**src/rtl/mips_mem_pkg.sv**
```systemverilog
// Shared memory-op encoding, byte-enable constants and request helpers
// used by the MIPS memory access controller and its load aligner.
package mips_mem_pkg;

  typedef enum logic [3:0] {
    OP_LB  = 4'd0,
    OP_LBU = 4'd1,
    OP_LH  = 4'd2,
    OP_LHU = 4'd3,
    OP_LW  = 4'd4,
    OP_LWL = 4'd5,
    OP_LWR = 4'd6,
    OP_SB  = 4'd7,
    OP_SH  = 4'd8,
    OP_SW  = 4'd9
  } mem_op_t;

  localparam logic [3:0] BE_NONE    = 4'b0000;
  localparam logic [3:0] BE_LO_HALF = 4'b0011;
  localparam logic [3:0] BE_HI_HALF = 4'b1100;
  localparam logic [3:0] BE_WORD    = 4'b1111;

  function automatic logic op_is_load(input logic [3:0] op);
    logic r;
    case (op)
      OP_LB, OP_LBU, OP_LH, OP_LHU, OP_LW, OP_LWL, OP_LWR: r = 1'b1;
      default: r = 1'b0;
    endcase
    return r;
  endfunction

  function automatic logic op_is_store(input logic [3:0] op);
    logic r;
    case (op)
      OP_SB, OP_SH, OP_SW: r = 1'b1;
      default: r = 1'b0;
    endcase
    return r;
  endfunction

  function automatic logic op_misaligned(input logic [3:0] op, input logic [1:0] a);
    logic r;
    case (op)
      OP_LH, OP_LHU, OP_SH: r = a[0];
      OP_LW, OP_SW:         r = |a;
      default:              r = 1'b0;
    endcase
    return r;
  endfunction

  function automatic logic [3:0] store_byteenable(input logic [3:0] op, input logic [1:0] k);
    logic [3:0] r;
    case (op)
      OP_SB:   r = 4'b0001 << k;
      OP_SH:   r = k[1] ? BE_HI_HALF : BE_LO_HALF;
      OP_SW:   r = BE_WORD;
      default: r = BE_NONE;
    endcase
    return r;
  endfunction

  // Replicate store data across lanes so the byteenable alone selects the target bytes.
  function automatic logic [31:0] store_data(input logic [3:0] op, input logic [31:0] wdata);
    logic [31:0] r;
    case (op)
      OP_SB:   r = {4{wdata[7:0]}};
      OP_SH:   r = {2{wdata[15:0]}};
      OP_SW:   r = wdata;
      default: r = '0;
    endcase
    return r;
  endfunction

endpackage

```
**src/rtl/mem_access_ctrl_load_align.sv**
```systemverilog
// Combinational load extraction (byte/half/word) plus the LWL/LWR merge with
// the old rt value; the merge exists only when UNALIGNED_LWL_LWR_EN is defined.
module load_align
  import mips_mem_pkg::*;
(
  input  logic [31:0] word,
  input  logic [3:0]  op,
  input  logic [1:0]  k,
  input  logic [31:0] rt,
  output logic [31:0] result
);

  logic [7:0]  sel_byte;
  logic [15:0] sel_half;

  assign sel_byte = word[{k, 3'b000} +: 8];
  assign sel_half = k[1] ? word[31:16] : word[15:0];

  always_comb begin
    result = '0;
    case (op)
      OP_LB:  result = {{24{sel_byte[7]}}, sel_byte};
      OP_LBU: result = {24'h0, sel_byte};
      OP_LH:  result = {{16{sel_half[15]}}, sel_half};
      OP_LHU: result = {16'h0, sel_half};
      OP_LW:  result = word;
`ifdef UNALIGNED_LWL_LWR_EN
      // LWL fills rt from the top down with memory bytes k..0.
      OP_LWL: begin
        case (k)
          2'd0:    result = {word[7:0],  rt[23:0]};
          2'd1:    result = {word[15:0], rt[15:0]};
          2'd2:    result = {word[23:0], rt[7:0]};
          default: result = word;
        endcase
      end
      // LWR fills rt from the bottom up with memory bytes 3..k.
      OP_LWR: begin
        case (k)
          2'd0:    result = word;
          2'd1:    result = {rt[31:24], word[31:8]};
          2'd2:    result = {rt[31:16], word[31:16]};
          default: result = {rt[31:8],  word[31:24]};
        endcase
      end
`endif
      default: result = '0;
    endcase
  end

`ifndef UNALIGNED_LWL_LWR_EN
  logic unused_rt;
  assign unused_rt = ^rt;
`endif

endmodule

```
**src/rtl/mem_access_ctrl.sv**
```systemverilog
// CPU-side memory access controller driving an Avalon-style bus with waitrequest.
// Define UNALIGNED_LWL_LWR_EN to support LWL/LWR; otherwise they are rejected as illegal.
//
// state     | meaning
// ST_IDLE   | waiting for req_valid; request fields captured on acceptance
// ST_ACCESS | bus read/write held until waitrequest drops (idle bus if rejected)
// ST_RESP   | done pulse with rdata/addr_err, then back to idle
module mem_access_ctrl
  import mips_mem_pkg::*;
(
  input  logic        clk,
  input  logic        reset,
  input  logic        req_valid,
  input  logic [3:0]  req_op,
  input  logic [31:0] req_addr,
  input  logic [31:0] req_wdata,
  input  logic [31:0] req_rt,
  output logic        busy,
  output logic        done,
  output logic [31:0] rdata,
  output logic        addr_err,
  output logic [31:0] mem_address,
  output logic        mem_read,
  output logic        mem_write,
  output logic [3:0]  mem_byteenable,
  output logic [31:0] mem_writedata,
  input  logic [31:0] mem_readdata,
  input  logic        mem_waitrequest
);

  localparam logic [1:0] ST_IDLE   = 2'd0;
  localparam logic [1:0] ST_ACCESS = 2'd1;
  localparam logic [1:0] ST_RESP   = 2'd2;

`ifdef UNALIGNED_LWL_LWR_EN
  localparam logic LWLR_EN = 1'b1;
`else
  localparam logic LWLR_EN = 1'b0;
`endif

  logic [1:0]  state_q, state_d;
  logic [3:0]  op_q, op_d;
  logic [1:0]  k_q, k_d;
  logic [31:0] rt_q, rt_d;
  logic        err_q, err_d;
  logic [31:0] rdata_q, rdata_d;
  logic        rd_q, rd_d;
  logic        wr_q, wr_d;
  logic [3:0]  be_q, be_d;
  logic [31:0] addr_q, addr_d;
  logic [31:0] wd_q, wd_d;

  logic        req_bad;
  logic        req_lwlr;
  logic [31:0] align_result;

  load_align u_load_align (
    .word   (mem_readdata),
    .op     (op_q),
    .k      (k_q),
    .rt     (rt_q),
    .result (align_result)
  );

  always_comb begin
    req_lwlr = (req_op == OP_LWL) || (req_op == OP_LWR);
    req_bad  = !(op_is_load(req_op) || op_is_store(req_op))
             || op_misaligned(req_op, req_addr[1:0])
             || (!LWLR_EN && req_lwlr);
  end

  always_comb begin
    state_d = state_q;
    op_d    = op_q;
    k_d     = k_q;
    rt_d    = rt_q;
    err_d   = err_q;
    rdata_d = rdata_q;
    rd_d    = rd_q;
    wr_d    = wr_q;
    be_d    = be_q;
    addr_d  = addr_q;
    wd_d    = wd_q;
    case (state_q)
      ST_IDLE: begin
        if (req_valid) begin
          state_d = ST_ACCESS;
          op_d    = req_op;
          k_d     = req_addr[1:0];
          rt_d    = req_rt;
          err_d   = req_bad;
          rdata_d = '0;
          if (!req_bad) begin
            rd_d   = op_is_load(req_op);
            wr_d   = op_is_store(req_op);
            addr_d = {req_addr[31:2], 2'b00};
            be_d   = op_is_load(req_op) ? BE_WORD : store_byteenable(req_op, req_addr[1:0]);
            wd_d   = store_data(req_op, req_wdata);
          end
        end
      end
      // Rejected requests still pass one idle-bus cycle here so every request
      // sees the same minimum request-to-done latency.
      ST_ACCESS: begin
        if (err_q) begin
          state_d = ST_RESP;
        end else if (!mem_waitrequest) begin
          state_d = ST_RESP;
          rdata_d = op_is_load(op_q) ? align_result : '0;
          rd_d    = 1'b0;
          wr_d    = 1'b0;
          be_d    = BE_NONE;
          addr_d  = '0;
          wd_d    = '0;
        end
      end
      ST_RESP: state_d = ST_IDLE;
      default: state_d = ST_IDLE;
    endcase
  end

  always_ff @(posedge clk) begin
    if (reset) begin
      state_q <= ST_IDLE;
      op_q    <= '0;
      k_q     <= '0;
      rt_q    <= '0;
      err_q   <= 1'b0;
      rdata_q <= '0;
      rd_q    <= 1'b0;
      wr_q    <= 1'b0;
      be_q    <= BE_NONE;
      addr_q  <= '0;
      wd_q    <= '0;
    end else begin
      state_q <= state_d;
      op_q    <= op_d;
      k_q     <= k_d;
      rt_q    <= rt_d;
      err_q   <= err_d;
      rdata_q <= rdata_d;
      rd_q    <= rd_d;
      wr_q    <= wr_d;
      be_q    <= be_d;
      addr_q  <= addr_d;
      wd_q    <= wd_d;
    end
  end

  assign busy           = (state_q != ST_IDLE);
  assign done           = (state_q == ST_RESP);
  assign rdata          = rdata_q;
  assign addr_err       = err_q;
  assign mem_address    = addr_q;
  assign mem_read       = rd_q;
  assign mem_write      = wr_q;
  assign mem_byteenable = be_q;
  assign mem_writedata  = wd_q;

endmodule

```
**config.mk**
```make
export PLATFORM = sky130hd
export DESIGN_NAME = mem_access_ctrl
export DESIGN_NICKNAME = d
export VERILOG_FILES = /design/src/rtl/mips_mem_pkg.sv /design/src/rtl/mem_access_ctrl_load_align.sv /design/src/rtl/mem_access_ctrl.sv
export SDC_FILE = /design/constraint.sdc
export NUM_CORES = 1
export LEC_CHECK = 0
export CORE_MARGIN = 2
export CORE_UTILIZATION = 46
export CTS_BUF_LIST = sky130_fd_sc_hd__clkbuf_2 sky130_fd_sc_hd__clkbuf_4 sky130_fd_sc_hd__clkbuf_8
export CTS_CLUSTER_SIZE = 12
export DETAILED_ROUTE_END_ITERATION = 7
export PLACE_DENSITY = 0.87
export SYNTH_ARGS = -nofsm -noshare
export SYNTH_HDL_FRONTEND = slang
export SYNTH_SLANG_ARGS = --single-unit
```
**constraint.sdc**
```tcl
create_clock -name clk -period 5.6 [get_ports clk]
set_input_delay 0.84 -clock clk [delete_from_list [all_inputs] [get_ports clk]]
set_output_delay 0.84 -clock clk [all_outputs]
set_load 0.05 [all_outputs]
```
After elaboration in Yosys (flattened, before gate mapping) --
Index checks and enable logic that the tools add are counted.
Cells by class: equality and inequality tests 22, shift-type cells 2, muxes and demuxes 44, reductions and logical operators 20
Operators with widths (count):
- two-way mux 32 bit | 10
- case mux 32 bit (2 select lines) | 3
- case mux 32 bit (5 select lines) | 1
- case mux 32 bit (3 select lines) | 1
- variable part select 32 x 6 -> 8 bit | 1
- == test 4 x 3 -> 1 bit (second input constant) | 7
- two-way mux 4 bit | 6
- == test 4 x 2 -> 1 bit (second input constant) | 4
- two-way mux 16 bit | 1
- OR reduction 7 bit | 2
- two-way mux 1 bit | 13
- case mux 4 bit (3 select lines) | 1
- == test 4 x 1 -> 1 bit (second input constant) | 2
- == test 4 bit (second input constant) | 2
- zero test 4 bit | 2
- inequality test 2 bit (second input constant) | 4
- case mux 4 bit (2 select lines) | 1
- two-way mux 2 bit | 3
- case mux 1 bit (2 select lines) | 3
- OR reduction 3 bit | 2
- AND reduction 5 bit | 1
- logical OR 1 bit | 4
- case mux 2 bit (2 select lines) | 1
- AND reduction 2 bit | 2
- other kinds (9) | 11
Word-level totals: register bits after elaboration 111, input port bits 136, word-level logic and storage cells 98

Longest topological paths before layout --
word-level depth 14, gate-level depth with buffers 8, depth with buffers taken out 4

Hierarchy --
A second synthesis with hierarchy kept.
Second synthesis, totals: cell total of the unflattened synthesis 697, area, all modules 5938.2 um^2
By module, submodules not included:
- mem_access_ctrl | times used 1, cells each 600, area an instance 5320.1 um^2, sequential area each 2822.7 um^2
- load_align | times used 1, cells each 97, area an instance 618.1 um^2, sequential area each 0.0 um^2

Least setup slack after synthesis --
Ideal clock, no wire load.
path kind input to register, start input req_op[2], end register wd_q[9] (netlist: mem_writedata[9]), arrival time 2.228 ns, required time 5.483 ns, slack 3.255 ns, cell stages on the path 8, path buffers 4, cells stage by stage clkbuf_2 -> and4b_1 -> buf_6 -> or2_4 -> o221a_2 -> buf_2 -> buf_6 -> a22o_1
Between the ends: cells in the longest elaborated chain, start to end 9, elaborated cells between the ends (all ways) 28, those cells by class eq/ne: 10; mux: 7; reduce/logical: 11
Ends and longest elaborated chain:
- start: declaration | line mem_access_ctrl.sv:14 | input logic [3:0] req_op,
- == test 4 x 3 -> 1 bit (tied with other cells) | line mips_mem_pkg.sv:25, mem_access_ctrl.sv:66
- OR reduction 7 bit or OR reduction 3 bit (tied branches) | line mips_mem_pkg.sv:25, mips_mem_pkg.sv:34
- two-way mux 1 bit, on equally long branches | line mips_mem_pkg.sv:25, mips_mem_pkg.sv:34
- logical OR 1 bit | line mem_access_ctrl.sv:67 | req_bad = !(op_is_load(req_op) || op_is_store(req_op))
- zero test 1 bit | line mem_access_ctrl.sv:67
- logical OR 1 bit | line mem_access_ctrl.sv:68 | || op_misaligned(req_op, req_addr[1:0])
- logical OR 1 bit | line mem_access_ctrl.sv:69 | || (!LWLR_EN && req_lwlr);
- inequality test 2 bit (no line)
- AND reduction 5 bit (no line)
- end signal: assignment | line mem_access_ctrl.sv:146 | wd_q <= wd_d;
- end: declaration | line mem_access_ctrl.sv:51 | logic [31:0] wd_q, wd_d;
Parallel ways exist; a longest one is shown, timed or not. The select of a mux whose other input is x is not followed. A chain may end at the register's enable or synchronous reset.

Worst setup path after layout --
start input req_op[0], end register wd_q[0] (netlist: mem_writedata[0])
The elaborated chain is that of the path after synthesis.

==> parameters.txt <==
Parameter                              Value

Timing
  Final cycle utilization of the critical path ... 0.569
  Hold Worst Slack ... 0.459 ns
  Count of endpoints failing hold in the final timing report ... 0
  Number of pins with negative max-slew slack in the final report ... 0
  Setup repair after global routing missed its margin ... false
  Max transition margin ... 0.208
  Total Negative Setup Slacks ... 0 ns
  Maximum operating frequency ... 314 MHz
  Worst-Margin Slew ... 1.17 ns
  # setup viols final ... 0
  Final worst-path setup slack ... 2.41 ns
  Final critical-path required period ... 3.19 ns
  Worst clock skew ... 0.0163 ns

Floorplanning
  Number of primary I/O pins ... 241
  Horizontal die dimension ... 111 um
  Total core area ... 0.0113 mm2
  Cell row count ... 39
  Chip Height ... 111 um
  Initial cell density of the core ... 0.467
  Die area ... 0.0123 mm2

Clock tree
  Cell at the root of the clock tree ... sky130_fd_sc_hd__clkbuf_8
  Latest clock arrival within the worst-skew pair ... 0.38 ns
  Buffers inserted during post-CTS setup optimization ... 0
  Count of hold buffers inserted by post-cts repair ... 0
  Number of buffers created by CTS ... 9
  # H-tree levels ... 3
  Clk pin slew, worst setup/hold paths ... 0.09 ns
  Clock tree from TritonCTS ... yes
  Num Clock Sinks ... 109
  Post-cts gate resize count ... 0
  Worst-case clock buffer depth ... 2

Drt
  Routed vias ... 4911
  Total routed wirelength ... 15400 um
  First DRT Iteration DRCs ... 427
  Pre-Repair DR Iteration Count ... 5
  Antenna viol nets, final ... 0
  Residual DRC count ... 0
  Per-cell routed wire length ... 17.2 um
  Via count normalized by instance count ... 5.50

Yosys
  Post-synth design cell area ... 0.00527 mm2
  Synth warn ... 0
  Unique cell type count in the Yosys netlist ... 49
  Post-synthesis average cell area ... 9.24 um2
  Fraction of registers with async set/reset ... 0
  Most used flip-flop cell after synthesis ... sky130_fd_sc_hd__dfxtp_1
  Number of cells produced by synthesis ... 570
  Synth Register Bits ... 109
  Number of enable-type register cells in the synthesized netlist ... 0
  Share of the yosys chip area belonging to registers ... 0.414

Pwr
  Overall power after layout ... 1.81 mW
  Leakage power figure ... 2.94 nW
  Max VDD drop ... 0.176 mV
  Total power divided by cell area ... 241 mW/mm2

Global routing
  Maximum number of pins on one net before global-route repair ... 60
  Total Routing Usage GR ... 0.245
  First-pass GRT wire length ... 24800 um
  Number of global-route vias before repair ... 4881
  Number of antenna violations at the first check in global routing ... 0
  Leftover overflow at the end of global routing ... 0

Place
  Instance area at placement ... 0.00730 mm2
  Routability congestion estimate ... 0.868
  Worst slack at placement ... 2.05 ns
  Half-perimeter wire length of the detailed placement result ... 11400 um
  Input/output buffers ... 206

Layout
  Antenna diodes ... 0
  Share of final-layout standard cells stronger than drive strength 1 ... 0.0667
  Most frequent cells in the layout ... 205 x sky130_fd_sc_hd__clkdlybuf4s50_1, 109 x sky130_fd_sc_hd__dfxtp_1, 81 x sky130_fd_sc_hd__nand2_1
  Area Overhead vs Synth ... 42.7%
  Non-Filler Cell Area, Final ... 0.00751 mm2
  Number of nets in the finished design ... 881
  Leading cell type in the layout, fill and taps excluded ... sky130_fd_sc_hd__clkdlybuf4s50_1

Worst setup path
  Critical path endpoint category ... register
  Maximum fanout count along the critical path ... 26
  Worst setup SP type ... input port
  Endpoint required time on the critical path ... 5.91 ns
  Class of the most critical setup path ... input port to register
  Worst Path Arrival ... 3.50 ns
  Flop2flop setup slack ... 2.94 ns

Flow run
  Total of max-cap violations ... 0

Outcome
  Status ... finished clean

Min path
  Tightest Hold Check Type ... register to register
cell families (layout without fill, tap and decap cells):
logic type	Yosys count	in the layout	synth area share
buffers and inverters	63	242	0.0620
flip-flops	109	109	0.414
AND/OR/NAND/NOR	190	190	0.187
multiplexers	70	70	0.138
AO/OA/AOI/OAI	137	137	0.199
other	1	2	0.000712
cell type report:
cell class / count / area (um2)
Clock buffer: 10 / 131
Clock inverter: 6 / 87.6
Fill cell: 858 / 3760
Inverter: 13 / 48.8
Multi-Input combinational cell: 399 / 2780
Sequential cell: 109 / 2180
Tap cell: 143 / 179
Timing Repair Buffer: 213 / 2110
state kept, by name (all words and copies together) (netlist names):
signal	count
mem_writedata	32
rdata	32
mem_address	30
mem_byteenable	4
op_q	4
k_q	2
state_q	2
addr_err	1
mem_read	1
mem_write	1
cell usage after synthesis, types with 2 or more instances:
| cell type | number | area, um2 |
|---|---|---|
| sky130_fd_sc_hd__mux2_2 | 9 | 101 |
| sky130_fd_sc_hd__or3b_2 | 2 | 17.5 |
| sky130_fd_sc_hd__buf_4 | 2 | 15.0 |
| sky130_fd_sc_hd__mux2i_1 | 60 | 601 |
| sky130_fd_sc_hd__nor4b_1 | 2 | 17.5 |
| sky130_fd_sc_hd__buf_1 | 3 | 11.3 |
| sky130_fd_sc_hd__buf_2 | 11 | 55.1 |
| sky130_fd_sc_hd__nor3_1 | 4 | 20.0 |
| sky130_fd_sc_hd__o21ai_0 | 34 | 170 |
| sky130_fd_sc_hd__dfxtp_1 | 109 | 2180 |
| sky130_fd_sc_hd__nand2_1 | 81 | 304 |
| sky130_fd_sc_hd__inv_1 | 13 | 48.8 |
| sky130_fd_sc_hd__a31oi_1 | 2 | 12.5 |
| sky130_fd_sc_hd__a21oi_1 | 11 | 55.1 |
| sky130_fd_sc_hd__buf_6 | 9 | 101 |
| sky130_fd_sc_hd__a211oi_1 | 2 | 15.0 |
| sky130_fd_sc_hd__nand2b_1 | 39 | 244 |
| sky130_fd_sc_hd__nor2b_1 | 5 | 31.3 |
| sky130_fd_sc_hd__or3_1 | 5 | 31.3 |
| sky130_fd_sc_hd__a22oi_1 | 8 | 60.1 |
| sky130_fd_sc_hd__clkbuf_1 | 24 | 90.1 |
| sky130_fd_sc_hd__o221ai_1 | 9 | 78.8 |
| sky130_fd_sc_hd__nand3_1 | 15 | 75.1 |
| sky130_fd_sc_hd__a221oi_1 | 4 | 35.0 |
| sky130_fd_sc_hd__nor3b_1 | 10 | 75.1 |
| sky130_fd_sc_hd__or2_2 | 3 | 18.8 |
| sky130_fd_sc_hd__a22o_1 | 58 | 508 |
| sky130_fd_sc_hd__nor2_1 | 15 | 56.3 |
worst paths after layout:
| check | start | endpoint | cells after the start |
|---|---|---|---|
| setup / recovery | req_op[0] | mem_writedata[0] | 6 |
| hold / removal | mem_read | mem_read | 2 |
| setup reg to reg | k_q[1] | rdata[23] | 4 |
| hold reg to reg | mem_read | mem_read | 2 |
metrics by stage:
step / std cells / util
3_5_place_dp: 877 / 0.647
2_1_floorplan: 571 / -
4_1_cts: 893 / 0.667
5_1_grt: 893 / 0.667
3_3_place_gp: 877 / 0.647
6_report: 893 / 0.667
worst max-delay path: stages:
cell and delay, ns:
sky130_fd_sc_hd__clkdlybuf4s50_1 0.39, sky130_fd_sc_hd__buf_4 0.24, sky130_fd_sc_hd__and4b_1 0.47, sky130_fd_sc_hd__or2_4 0.38, sky130_fd_sc_hd__o32ai_4 0.87, sky130_fd_sc_hd__a22o_1 0.29
where the power goes:
group | switching [mW] | leakage [nW] | internal [mW]
registers | 0.0247 | 0.884 | 0.806
clock network | 0.265 | 0.114 | 0.257
logic | 0.266 | 1.94 | 0.192
total | 0.556 | 2.94 | 1.26
layer usage:
metal / GRT usage / vias to the layer above / part of all wire
met5: 0 / - / 0
met4: 0.0889 / 0 / 0.027
met3: 0.0623 / 34 / 0.065
met2: 0.406 / 188 / 0.48
met1: 0.309 / 2307 / 0.43
li1: - / 2382 / -
No activity file was read; power rests on OpenSTA's default activity.
